**src/rtl/wr_ptr_full_if.sv**
```systemverilog
// Write-side FIFO pointer bus: producer request, synchronized read pointer,
// and the pointer/flag outputs of the write-domain pointer block.
interface wr_ptr_full_if #(
  parameter int ptr_width = 8
);
  logic                 winc;
  logic [ptr_width:0]   rptr_sync;
  logic                 clr_ovf;
  logic                 wr_accept;
  logic [ptr_width-1:0] waddr;
  logic [ptr_width:0]   wptr;
  logic                 wfull;
  logic                 wafull;
  logic [ptr_width:0]   wcount;
  logic                 woverflow;

  // Producer / system side.
  modport master (
    output winc, rptr_sync, clr_ovf,
    input  wr_accept, waddr, wptr, wfull, wafull, wcount, woverflow
  );

  // Pointer block side.
  modport slave (
    input  winc, rptr_sync, clr_ovf,
    output wr_accept, waddr, wptr, wfull, wafull, wcount, woverflow
  );
endinterface

```
**src/rtl/wr_ptr_full.sv**
```systemverilog
// Write-domain pointer and full-flag generator for an asynchronous FIFO.
// Owns the binary write pointer, publishes it in Gray code, and derives
// full / almost-full / occupancy against the synchronized read pointer.
module wr_ptr_full #(
  parameter int ptr_width    = 8,
  parameter int AFULL_THRESH = (1 << ptr_width) - 4
) (
  input logic            wrclk,
  input logic            wr_rst,
  wr_ptr_full_if.slave   bus
);
  localparam int PW1 = ptr_width + 1;
  localparam logic [ptr_width:0] AFULL_T = PW1'(AFULL_THRESH);

  logic [ptr_width:0] wbin_q, wbin_d;
  logic [ptr_width:0] wptr_q, wptr_d;
  logic [ptr_width:0] wcount_q, wcount_d;
  logic               wfull_q, wfull_d;
  logic               wafull_q, wafull_d;
  logic               wovf_q, wovf_d;
  logic [ptr_width:0] rbin_s;
  logic [ptr_width:0] rptr_full_cmp;
  logic               wr_accept;
  logic               ovf_set;

  // Gray-to-binary of the synchronized read pointer: each bit is the XOR of
  // all Gray bits from the MSB down to that position.
  for (genvar gi = 0; gi <= ptr_width; gi++) begin : g_g2b
    assign rbin_s[gi] = ^bus.rptr_sync[ptr_width:gi];
  end

  // Full pattern: write pointer equals read pointer with the top two Gray bits
  // inverted (one full lap ahead). Depth-2 FIFOs only have those two bits.
  if (ptr_width == 1) begin : g_full_narrow
    assign rptr_full_cmp = ~bus.rptr_sync;
  end else begin : g_full_wide
    assign rptr_full_cmp = {~bus.rptr_sync[ptr_width:ptr_width-1],
                            bus.rptr_sync[ptr_width-2:0]};
  end

  // A write is taken only when requested, not full, and not in reset.
  assign wr_accept = bus.winc & ~wfull_q & ~wr_rst;
  assign ovf_set   = bus.winc &  wfull_q & ~wr_rst;

  // Next-state computation for pointer, flags and occupancy.
  always_comb begin
    logic [ptr_width:0] occ;
    wbin_d   = wbin_q + {{ptr_width{1'b0}}, wr_accept};
    wptr_d   = wbin_d ^ (wbin_d >> 1);
    occ      = wbin_d - rbin_s;
    wcount_d = occ;
    wfull_d  = (wptr_d == rptr_full_cmp);
    wafull_d = (occ >= AFULL_T);
    wovf_d   = wovf_q;
    if (ovf_set) begin
      wovf_d = 1'b1;
    end else if (bus.clr_ovf) begin
      wovf_d = 1'b0;
    end
  end

  // State registers with synchronous reset; reset restarts the FIFO empty.
  always_ff @(posedge wrclk) begin
    if (wr_rst) begin
      wbin_q   <= '0;
      wptr_q   <= '0;
      wcount_q <= '0;
      wfull_q  <= 1'b0;
      wafull_q <= 1'b0;
      wovf_q   <= 1'b0;
    end else begin
      wbin_q   <= wbin_d;
      wptr_q   <= wptr_d;
      wcount_q <= wcount_d;
      wfull_q  <= wfull_d;
      wafull_q <= wafull_d;
      wovf_q   <= wovf_d;
    end
  end

  assign bus.wr_accept = wr_accept;
  assign bus.waddr     = wbin_q[ptr_width-1:0];
  assign bus.wptr      = wptr_q;
  assign bus.wfull     = wfull_q;
  assign bus.wafull    = wafull_q;
  assign bus.wcount    = wcount_q;
  assign bus.woverflow = wovf_q;
endmodule

```
**src/flat_wrapper.sv**
```systemverilog
// flat-port wrapper written by rule: the top's interface ports become plain ports
module wr_ptr_full_flat 
#(
  parameter int ptr_width    = 8,
  parameter int AFULL_THRESH = (1 << ptr_width) - 4
)
  (wrclk, wr_rst, bus_winc, bus_rptr_sync, bus_clr_ovf, bus_wr_accept, bus_waddr, bus_wptr, bus_wfull, bus_wafull, bus_wcount, bus_woverflow);
  wr_ptr_full_if #(.ptr_width(ptr_width)) bus_i ();
  input logic wrclk;
  input logic wr_rst;
  input wire logic [$bits(bus_i.winc)-1:0] bus_winc;
  input wire logic [$bits(bus_i.rptr_sync)-1:0] bus_rptr_sync;
  input wire logic [$bits(bus_i.clr_ovf)-1:0] bus_clr_ovf;
  output wire logic [$bits(bus_i.wr_accept)-1:0] bus_wr_accept;
  output wire logic [$bits(bus_i.waddr)-1:0] bus_waddr;
  output wire logic [$bits(bus_i.wptr)-1:0] bus_wptr;
  output wire logic [$bits(bus_i.wfull)-1:0] bus_wfull;
  output wire logic [$bits(bus_i.wafull)-1:0] bus_wafull;
  output wire logic [$bits(bus_i.wcount)-1:0] bus_wcount;
  output wire logic [$bits(bus_i.woverflow)-1:0] bus_woverflow;
  assign bus_i.winc = bus_winc;
  assign bus_i.rptr_sync = bus_rptr_sync;
  assign bus_i.clr_ovf = bus_clr_ovf;
  assign bus_wr_accept = bus_i.wr_accept;
  assign bus_waddr = bus_i.waddr;
  assign bus_wptr = bus_i.wptr;
  assign bus_wfull = bus_i.wfull;
  assign bus_wafull = bus_i.wafull;
  assign bus_wcount = bus_i.wcount;
  assign bus_woverflow = bus_i.woverflow;
  wr_ptr_full #(.ptr_width(ptr_width), .AFULL_THRESH(AFULL_THRESH)) u_core (.wrclk(wrclk), .wr_rst(wr_rst), .bus(bus_i));
endmodule
```
**config.mk**
```make
export PLATFORM = sky130hd
export DESIGN_NAME = wr_ptr_full_flat
export DESIGN_NICKNAME = d
export VERILOG_FILES = /design/src/rtl/wr_ptr_full_if.sv /design/src/rtl/wr_ptr_full.sv /design/src/flat_wrapper.sv
export SDC_FILE = /design/constraint.sdc
export NUM_CORES = 1
export LEC_CHECK = 0
export CAP_MARGIN = 20
export CORE_MARGIN = 2
export CORE_UTILIZATION = 62
export CTS_BUF_LIST = sky130_fd_sc_hd__clkbuf_4
export CTS_CLUSTER_SIZE = 28
export DETAILED_ROUTE_END_ITERATION = 8
export DONT_BUFFER_PORTS = 1
export PLACE_DENSITY = 0.78
export REMOVE_ABC_BUFFERS = 1
export SLEW_MARGIN = 20
export SYNTH_ARGS = -nofsm -noshare
export SYNTH_HDL_FRONTEND = slang
export SYNTH_SLANG_ARGS = --single-unit
```
**constraint.sdc**
```tcl
create_clock -name wrclk -period 10.45 [get_ports wrclk]
set_input_delay 2.09 -clock wrclk [delete_from_list [all_inputs] [get_ports wrclk]]
set_output_delay 2.09 -clock wrclk [all_outputs]
set_load 0.01 [all_outputs]
```
### Yosys cells after proc, flatten, opt, wreduce, memory -nomap -nowiden

Index checks and enable logic that the tools add are counted.

* register bits after elaboration: 30
* output and inout port bits: 30
* input bits: 13

* equal/unequal tests: 1
* bitwise operators: 8
* order comparisons: 1
* add/sub/neg operators: 2
* reduce and logical (&&, ||, !) cells: 9
* mux-type cells: 2

Operators by type and width (count)
* 9-bit by 1-bit adder with 9-bit output: 1
* 9-bit == test: 1
* 9-bit by 8-bit >= comparator with 1-bit output (second input constant): 1
* 9-bit parity: 1
* 9-bit subtractor: 1
* 9-bit by 8-bit XOR with 9-bit output: 1
* 8-bit parity: 1
* 7-bit parity: 1
* 6-bit parity: 1
* 5-bit parity: 1
* 1-bit bitwise AND: 4
* 4-bit parity: 1
* 3-bit parity: 1
* 1-bit two-way mux: 2
* 1-bit inverter: 2
* 2-bit inverter: 1
* 2-bit nonzero test: 1
* 2-bit parity: 1

### Longest topological paths before layout

Gate-level depths: netlist of the first run.

* word-level depth: 6
* depth in mapped cells: 15
* gate-level depth less buffers: 15

### Least setup slack after synthesis of the first run

No wires, ideal clock.

* kind: input to register
* start: input port bus_rptr_sync[7]
* end: register u_core.wafull_q, in the netlist u_core.bus.wafull
* setup slack: 4.947 ns
* data required time: 10.315 ns
* library setup time: 0.135 ns
* data arrival time: 5.368 ns
* cell stages on the path: 15
* path through: xor3_2 xor3_2 xnor2_2 xor2_2 xor2_2 xnor2_1 ha_1 inv_1 fa_1 and2_1 o211ai_1 a31oi_1 o41a_1 xnor2_1 o32ai_2

* cells in the longest elaborated chain, start to end: 3
* elaborated cells on any way between the ends: 10
* classes of those cells: add/sub (1); order compare (1); reduce/logical (8)

Ends and longest elaborated chain
* start, declared: RTL line flat_wrapper.sv:12 `input wire logic [$bits(bus_i.rptr_sync)-1:0] bus_rptr_sync;`
* 9-bit parity, or another cell as far along: RTL line wr_ptr_full.sv:29 `assign rbin_s[gi] = ^bus.rptr_sync[ptr_width:gi];`
* 9-bit subtractor *: RTL line wr_ptr_full.sv:50 `occ = wbin_d - rbin_s;`
* 9-bit by 8-bit >= comparator with 1-bit output *: RTL line wr_ptr_full.sv:53 `wafull_d = (occ >= AFULL_T);`
* end signal, assigned: RTL line wr_ptr_full.sv:76 `wafull_q <= wafull_d;`
* end, declared: RTL line wr_ptr_full.sv:19 `logic wafull_q, wafull_d;`

Mark *: on every way between the ends. The rest lies on a longest branch, timed or not.
A chain may end at the register's enable or synchronous reset.

### Worst setup path after layout of the first run

Ends and elaborated chain as after synthesis.

==> impl_metrics.toml, run 1 <==
[timing]
rsz0062_at_grt = "false"
fin_skew_ns = 0.0119
tns_ns = 0
finalMaxSlewViolations = 0
setup_ws_ns = 4.98
fin_crit_ns = 5.47
slew_headroom_pct = 53.5
finalHoldViolations = 0
period_share_pct = 52.4
fmax_ghz = 0.183
tightest_slew_ns = 0.695
setup_viol = 0

[drt]
vias = 1340
viasPerCell = 5.96
wl_per_cell_um = 16.5
drt-pass1-iter-count = 4
totalWireLength_um = 3700
drc = 0
drt_iter0_drc = 50
ant_nets = 0

[grt]
grtUsageMet1_pct = 29.2
grtUsageTotal_pct = 25.1
grt_overflow_total = 0
grt_pass1_vias = 1350
antenna_found_initial = 0
grt_busiest_layer = "met2"
use_met3_pct = 8.39
grt_pass1_wl_um = 6220
grt_use_met2_pct = 40.9
grt_max_degree = 32

[cts]
path_clk_slew_ns = 0.09
clock_latency_ns = 0.33
cts_buffers = 5
post-cts-setup-buffer-count = 0
root_buffer = "clkbuf_4"
ctsHtreeMaxLevel = 2
ctsHoldBuffers = 0
ctsResizeCount = 0
cts_tree = "done"
clockBufferDepth = 2
clock_sinks = 29

[power]
p_switching_w = 0.0000928
p_comb_share_pct = 26.6
p_per_area_mw_per_mm2 = 163
vdd_drop_max_v = 0.000139
seqPwrFrac_pct = 43.2
internal_power_w = 0.000212
switching_share_pct = 30.5
p_leak_nw = 0.792
power.share.clock_pct = 30.1

[placed_design]
gp_congestion = 0.835
dp_slack_ns = 4.61
dp.cells = 217
hpwl_um = 2720
port_buffers = 0

[synth]
avgSynthCellArea_um2 = 9.30
yosys_register_bits = 29
yosysUniqueCellTypes = 43
synth_edf_count = 0
synthFlopType = "dfxtp_1"
synthCells = 191
synth_area_mm2 = 0.00178
synth-seq-area-share_pct = 32.7
yosysWarnings = 0
synthArstFlopShare_pct = 0

[worst_setup_path]
endpoint_kind = "flop"
path_max_fanout = 4
required_ns = 10.69
start_kind = "input pin"
arrival_ns = 5.72
critical_path_class = "input pin to flop"

[die]
pin_count = 43
fp-row-count = 19
die_w_um = 57.5
start_util_pct = 64.9
dieArea_mm2 = 0.00331
dieHeight_um = 57.5
core_mm2 = 0.00273

[min_path]
worstHoldPathType = "flop to flop"

[finish]
fill_cells = 221
nNetsFinal = 217
insertedDiodeCount = 0
drive_gt1_share_pct = 9.79
final_cells = 225
area_growth_pct = 5.07

[run]
max_cap_violations = 0

[outcome]
outcome = "completed"
-- placed cells by master, fill, tap and decap left out, types with 2 or more instances in the layout --
cell type / netlist / final
nand3_1: 5 / 5
a31oi_1: 2 / 2
o21ai_0: 2 / 2
xor2_2: 3 / 3
mux2_2: 2 / 2
a21oi_1: 9 / 9
dfxtp_1: 29 / 29
nand2_1: 12 / 12
a21o_1: 2 / 2
a211o_1: 2 / 2
nor2_1: 25 / 25
or3_1: 2 / 2
nand2b_1: 4 / 4
o211ai_1: 3 / 3
mux2i_1: 2 / 2
xor2_1: 10 / 10
xnor2_2: 2 / 2
nand4_1: 3 / 3
nor2b_1: 6 / 6
and2_1: 4 / 4
clkbuf_4: 0 / 6
xor3_2: 2 / 2
xnor2_1: 20 / 20
ha_1: 10 / 10
inv_1: 9 / 9
-- cell usage after synthesis (all sizes together) (5+ instances only) --
cell type  count  share of area (%)
nand2         12                2.5
nand3          6                2.0
nor2b          6                2.1
inv            9                1.9
a21oi          9                2.5
buf            5                1.6
xor2          13                7.7
ha            10                7.0
nor2          25                5.3
dfxtp         29                 33
xnor2         22                 12
-- area by class of cell --
| class | instances | area [um^2] | area share [%] |
|---|---|---|---|
| inverter | 9 | 33.8 | 1.81 |
| clock inverter | 2 | 33.8 | 1.81 |
| sequential | 29 | 581 | 31.1 |
| tap | 31 | 38.8 | 2.08 |
| clock buffer | 6 | 45.0 | 2.41 |
| multi-input combinational | 148 | 1130 | 60.8 |
-- stage by stage --
| stage | utilization [%] | cell area [um^2] | power, W | hold WS, ns |
|---|---|---|---|---|
| floorplan | - | 1750 | 0.000200 | 0.483 |
| finish | 68.2 | 1870 | 0.000305 | 0.525 |
| global placement | 65.4 | 1790 | 0.000211 | 0.496 |
| detailed placement | 65.4 | 1790 | 0.000215 | 0.514 |
| global route | 68.2 | 1870 | 0.000323 | 0.575 |
| CTS | 68.2 | 1870 | 0.000307 | 0.527 |
-- flip-flops by register name, indices dropped and copies added, names as in the netlist --
| signal | flops |
|---|---|
| u_core.bus.wfull | 1 |
| u_core.bus.woverflow | 1 |
| u_core.bus.wptr | 9 |
| u_core.bus.wafull | 1 |
| u_core.bus.wcount | 9 |
| u_core.wbin_q | 8 |
-- power by group through the flow --
stage	Sequential [W]	Clock [W]	Combinational [W]
after floorplan	0.000133	0	0.0000670
after global placement	0.000134	0	0.0000767
after detailed placement	0.000134	0	0.0000803
after CTS	0.000132	0.0000934	0.0000813
after global routing	0.000133	0.0000976	0.0000927
final	0.000132	0.0000917	0.0000812
-- critical path, cell delays in order --
cell	delay, ns
xor3_2	0.46
xor3_2	0.30
xnor2_2	0.24
xor2_2	0.23
xor2_2	0.25
xnor2_1	0.16
ha_1	0.20
inv_1	0.06
fa_1	0.41
and2_1	0.19
o211ai_1	0.11
a31oi_1	0.17
o41ai_1	0.44
a211oi_1	0.14
o32ai_2	0.28
-- per-layer routing --
| metal | part of all wire, % | routed length (um) | vias to the layer above |
|---|---|---|---|
| met5 | 0 | 0 | - |
| met4 | 3.2 | 120 | 0 |
| met3 | 7.1 | 263 | 9 |
| met2 | 48 | 1790 | 47 |
| met1 | 41 | 1530 | 634 |
| li1 | - | - | 650 |
-- cell families after synthesis --
kind of cell | share of synthesized area (%)
and+or+nand+nor | 18.0
buffers and inverters | 3.45
DFF | 32.7
AOI/OAI and AO/OA | 11.8
xor gates and xnor gates | 23.5
adders and majority gates | 8.17
muxes | 2.40
-- worst paths after layout --
check             slack, ns                           endpoint  cells past startpoint                   startpoint
setup / recovery       4.98       u_core.bus.wafull$_SDFF_PP0_                     15             bus_rptr_sync[7]
hold / removal         0.52  u_core.bus.woverflow$_SDFFE_PP0P_                      2  u_core.bus.wfull$_SDFF_PP0_
setup reg to reg       6.53       u_core.bus.wafull$_SDFF_PP0_                     12  u_core.bus.wfull$_SDFF_PP0_
hold reg to reg        0.52  u_core.bus.woverflow$_SDFFE_PP0P_                      2  u_core.bus.wfull$_SDFF_PP0_
Note: power is estimated with default switching activity, not from simulation.
==> inputs of run 2 (changes only) <==
- CORE_UTILIZATION: 62 -> 59
- clock period: 10.45 -> 4.81 ns (I/O delays scaled with it)
==> impl_metrics.toml, run 2 (same netlist as run 1, synthesis figures left out) <==
[worst_setup_path]
cp_cell_sequence = "xor3_2 -> xor3_2 -> xnor2_2 -> xor2_2 -> xor2_2 -> xnor2_1 -> ha_1 -> inv_1 -> fa_1 -> and2_1 -> o211ai_1 -> a31oi_1 -> o41a_1 -> xnor2_1 -> o32ai_2"
r2r.worst_path.cells = 13
slowest_delay_ns = 0.45
arrival_ns = 4.56
path_max_fanout = 4
cp_slowest_cell = "xor3_2"
start_kind = "input pin"
endpoint_kind = "flop"
critical_path_class = "input pin to flop"
required_ns = 5.02

[timing]
tightest_slew_ns = 0.697
finalMaxSlewViolations = 0
finalHoldViolations = 0
tns_ns = 0
fin_skew_ns = 0.00863
rsz0062_at_grt = "false"
fin_crit_ns = 4.35
setup_ws_ns = 0.458
fmax_ghz = 0.230
setup_viol = 0
period_share_pct = 90.5
slew_headroom_pct = 53.4

[finish]
final_common_cell = "dfxtp_1"
nNetsFinal = 218
final_cell_mix = "29 x dfxtp_1, 25 x nor2_1, 20 x xnor2_1"
drive_gt1_share_pct = 9.74
area_growth_pct = 3.88
insertedDiodeCount = 0

[outcome]
outcome = "finished with violations"
violations = "design-rule violations"

[cts]
ctsHtreeMaxLevel = 2
root_buffer = "clkbuf_4"
cts_tree = "done"
post-cts-setup-buffer-count = 0
ctsResizeCount = 0
clock_latency_ns = 0.33
clockBufferDepth = 2
clock_sinks = 29
ctsHoldBuffers = 0
path_clk_slew_ns = 0.10
cts_buffers = 5

[power]
p_leak_nw = 0.782
vdd_drop_max_v = 0.000221
p_per_area_mw_per_mm2 = 329

[drt]
drt_iter0_drc = 65
ant_nets = 0
drt-pass1-iter-count = 6
drc = 5
wl_per_cell_um = 16.1
vias = 1336
totalWireLength_um = 3630
viasPerCell = 5.91

[grt]
grt_pass1_vias = 1342
grt_pass1_wl_um = 6150
grtUsageTotal_pct = 24.1
grt_overflow_total = 0
grt_max_degree = 32
antenna_found_initial = 0

[die]
dieArea_mm2 = 0.00346
fp-row-count = 19
pin_count = 43
die_w_um = 58.9
start_util_pct = 63.3
dieHeight_um = 58.9
core_mm2 = 0.00281

[min_path]
hold_path_depth = 2
worstHoldPathType = "flop to flop"

[placed_design]
gp_congestion = 0.792
dp_slack_ns = 0.128
hpwl_um = 2750
port_buffers = 0

[run]
max_cap_violations = 0
## run 2: cell types whose count changed in the layout (fill, tap and decap cells not counted)
cell,previous run,this run
clkinv_1,1,2
buf_4,0,1
bufinv_16,1,0
clkinv_2,0,1
clkbuf_4,6,5
## run 2: final timing paths
check	from	endpoint	slack [ns]
min	u_core.bus.woverflow$_SDFFE_PP0P_	u_core.bus.woverflow$_SDFFE_PP0P_	0.52
max	bus_rptr_sync[7]	u_core.bus.wafull$_SDFF_PP0_	0.46
min reg2reg	u_core.bus.woverflow$_SDFFE_PP0P_	u_core.bus.woverflow$_SDFFE_PP0P_	0.52
max reg2reg	u_core.bus.wfull$_SDFF_PP0_	u_core.bus.wafull$_SDFF_PP0_	1.13
## run 2: layout make-up
| type | count | area [um^2] |
|---|---|---|
| multi-input combinational | 148 | 1130 |
| clock buffer | 5 | 37.5 |
| inverter | 9 | 33.8 |
| tap | 31 | 38.8 |
| sequential | 29 | 581 |
| clock inverter | 3 | 12.5 |
| fill | 251 | 961 |
| timing repair buffer | 1 | 7.51 |
## run 2: stage by stage
stage	power (W)	hold slack (ns)	cell area [um^2]	cells	util [%]
finish	0.000607	0.520	1840	226	65.7
global route	0.000644	0.548	1840	226	65.7
CTS	0.000609	0.523	1840	226	65.7
detailed placement	0.000468	0.506	1790	218	64.0
global placement	0.000458	0.495	1790	218	64.0
floorplan	0.000434	0.483	1750	186	-
## run 2: layer usage
metal | track usage [%] | part of all wire (%)
met4 | 12.0 | 0.96
met3 | 8.13 | 9.6
met5 | 0 | 0
met2 | 38.3 | 48
met1 | 28.9 | 41
## run 2: where the power goes
group	switching, W	total, W	leakage (nW)	internal (W)
logic	0.0000966	0.000178	0.516	0.0000819
clock network	0.0000899	0.000143	0.0300	0.0000527
registers	0.0000215	0.000286	0.237	0.000264
## run 2: worst max-delay path: cells and delay by family
| family | cells | cell delay (ns) |
|---|---|---|
| AO/OA/AOI/OAI | 4 | 0.85 |
| buffers and inverters | 1 | 0.05 |
| XOR/XNOR | 7 | 1.89 |
| adder cells (fa/ha/maj) | 2 | 0.60 |
| AND/OR/NAND/NOR | 1 | 0.20 |
==> inputs of run 3 (changes only) <==
--- a/config.mk
+++ b/config.mk
@@ -8,10 +8,10 @@
 export CAP_MARGIN = 20
 export CORE_MARGIN = 2
-export CORE_UTILIZATION = 59
+export CORE_UTILIZATION = 55
 export CTS_BUF_LIST = sky130_fd_sc_hd__clkbuf_4
 export CTS_CLUSTER_SIZE = 28
 export DETAILED_ROUTE_END_ITERATION = 8
 export DONT_BUFFER_PORTS = 1
-export PLACE_DENSITY = 0.78
+export PLACE_DENSITY = 0.73
 export REMOVE_ABC_BUFFERS = 1
 export SLEW_MARGIN = 20
==> constraint.sdc (replaced) <==
create_clock -name wrclk -period 4.81 [get_ports wrclk]
set_input_delay 0.7215 -clock wrclk [delete_from_list [all_inputs] [get_ports wrclk]]
set_output_delay 0.7215 -clock wrclk [all_outputs]
set_load 0.01 [all_outputs]
==> impl_metrics.toml, run 3 (same netlist as run 1, synthesis figures left out) <==
[timing]
fin_crit_ns = 4.05
rsz0062_at_grt = "false"
setup_viol = 0
finalMaxSlewViolations = 0
tightest_slew_ns = 0.726
finalHoldViolations = 0
fin_skew_ns = 0.0107
fmax_ghz = 0.247
tns_ns = 0
slew_headroom_pct = 51.4
period_share_pct = 84.2

[worst_setup_path]
cp_cell_sequence = "xor3_2 -> xor3_2 -> xnor2_2 -> xor2_2 -> xor2_2 -> xnor2_1 -> ha_1 -> inv_1 -> fa_1 -> and2_1 -> o211ai_1 -> a31oi_1 -> o41a_1 -> xnor2_1 -> o32ai_2"
cp_top_family = "XOR/XNOR gates"
start_kind = "input pin"
slowest_delay_ns = 0.46
arrival_ns = 4.26
endpoint_kind = "flop"
critical_path_class = "input pin to flop"
path_buf_inv = 1
cp_slowest_cell = "xor3_2"
path_max_fanout = 4
required_ns = 5.02

[power]
p_leak_nw = 0.783
p_per_area_mw_per_mm2 = 323
power.share.clock_pct = 23.9
seqPwrFrac_pct = 47.3
vdd_drop_max_v = 0.000180
p_switching_w = 0.000202
internal_power_w = 0.000401
switching_share_pct = 33.5
p_comb_share_pct = 28.8

[die]
pin_count = 43
dieHeight_um = 60.8
core_mm2 = 0.00305
start_util_pct = 58.2
dieArea_mm2 = 0.00370
fp-row-count = 20
die_w_um = 60.8

[finish]
area_growth_pct = 5.07
nNetsFinal = 218
fill_cells = 276
drive_gt1_share_pct = 10.8
multi_input_area_mm2 = 0.00113
final_cell_mix = "29 x dfxtp_1, 25 x nor2_1, 20 x xnor2_1"
regArea_um2 = 581
insertedDiodeCount = 0
final_common_cell = "dfxtp_1"
final_cells = 239

[cts]
cts_buffers = 5
cts_tree = "done"
ctsHoldBuffers = 0
ctsResizeCount = 0
post-cts-setup-buffer-count = 0
path_clk_slew_ns = 0.10
ctsHtreeMaxLevel = 2
clock_latency_ns = 0.33
root_buffer = "clkbuf_4"
clock_sinks = 29
clockBufferDepth = 2

[drt]
drt-pass1-iter-count = 4
viasPerCell = 5.49
ant_nets = 0
wl_per_cell_um = 14.4
drt_iter0_drc = 63
drc = 0
vias = 1313
totalWireLength_um = 3430

[grt]
grt_max_degree = 32
grt_overflow_total = 0
grt_pass1_wl_um = 5800
antenna_found_initial = 0
grt_pass1_vias = 1318
grtUsageTotal_pct = 21.7

[outcome]
outcome = "completed"

[run]
max_cap_violations = 0

[placed_design]
hpwl_um = 2610
port_buffers = 0
gp_congestion = 0.793
dp.cells = 231

[min_path]
worstHoldPathType = "input pin to flop"
==> run 3: area by class of cell <==
| class | instances | share of cell area (%) |
|---|---|---|
| clock buffers | 5 | 2.01 |
| clock inverters | 3 | 0.939 |
| inverters | 9 | 1.81 |
| multi-input cells | 148 | 60.8 |
| flip-flops and latches | 29 | 31.1 |
| well taps | 44 | 2.95 |
| repair buffers | 1 | 0.402 |
==> run 3: through the flow <==
stage / setup slack, ns / total power [W] / instance area [um^2] / hold slack [ns] / util [%]
global placement: 0.542 / 0.000459 / 1810 / 0.497 / 59.3
floorplan: 0.678 / 0.000434 / 1750 / 0.483 / -
finish: 0.759 / 0.000603 / 1870 / 0.448 / 61.1
detailed placement: 0.416 / 0.000463 / 1810 / 0.513 / 59.3
CTS: 0.762 / 0.000610 / 1870 / 0.431 / 61.1
global route: 0.506 / 0.000644 / 1870 / 0.423 / 61.1
==> run 3: per-layer routing <==
metal / wire length [um] / vias to the layer above / share of wire [%] / GRT usage (%)
li1: - / 654 / - / -
met1: 1530 / 614 / 45 / 25.7
met2: 1590 / 37 / 46 / 34.7
met3: 243 / 8 / 7.1 / 8.96
met4: 70 / 0 / 2.0 / 9.32
met5: 0 / - / 0 / 0
==> run 3: worst paths after layout <==
| check | depth (start not counted) | to | slack (ns) | startpoint |
|---|---|---|---|---|
| worst max-delay path | 15 | u_core.bus.wafull$_SDFF_PP0_ | 0.76 | bus_rptr_sync[7] |
| worst min-delay path | 1 | u_core.bus.wcount[0]$_SDFF_PP0_ | 0.45 | wr_rst |
| worst max register to register | 13 | u_core.bus.wafull$_SDFF_PP0_ | 1.23 | u_core.bus.wfull$_SDFF_PP0_ |
| worst min register to register | 2 | u_core.bus.woverflow$_SDFFE_PP0P_ | 0.52 | u_core.bus.woverflow$_SDFFE_PP0P_ |
==> run 3: power by group through the flow <==
stage	Clock, W	Sequential (W)	Combinational [W]
floorplan	0	0.000288	0.000146
global placement	0	0.000291	0.000167
detailed placement	0	0.000291	0.000172
CTS	0.000149	0.000286	0.000174
global route	0.000159	0.000287	0.000198
finish	0.000144	0.000285	0.000174
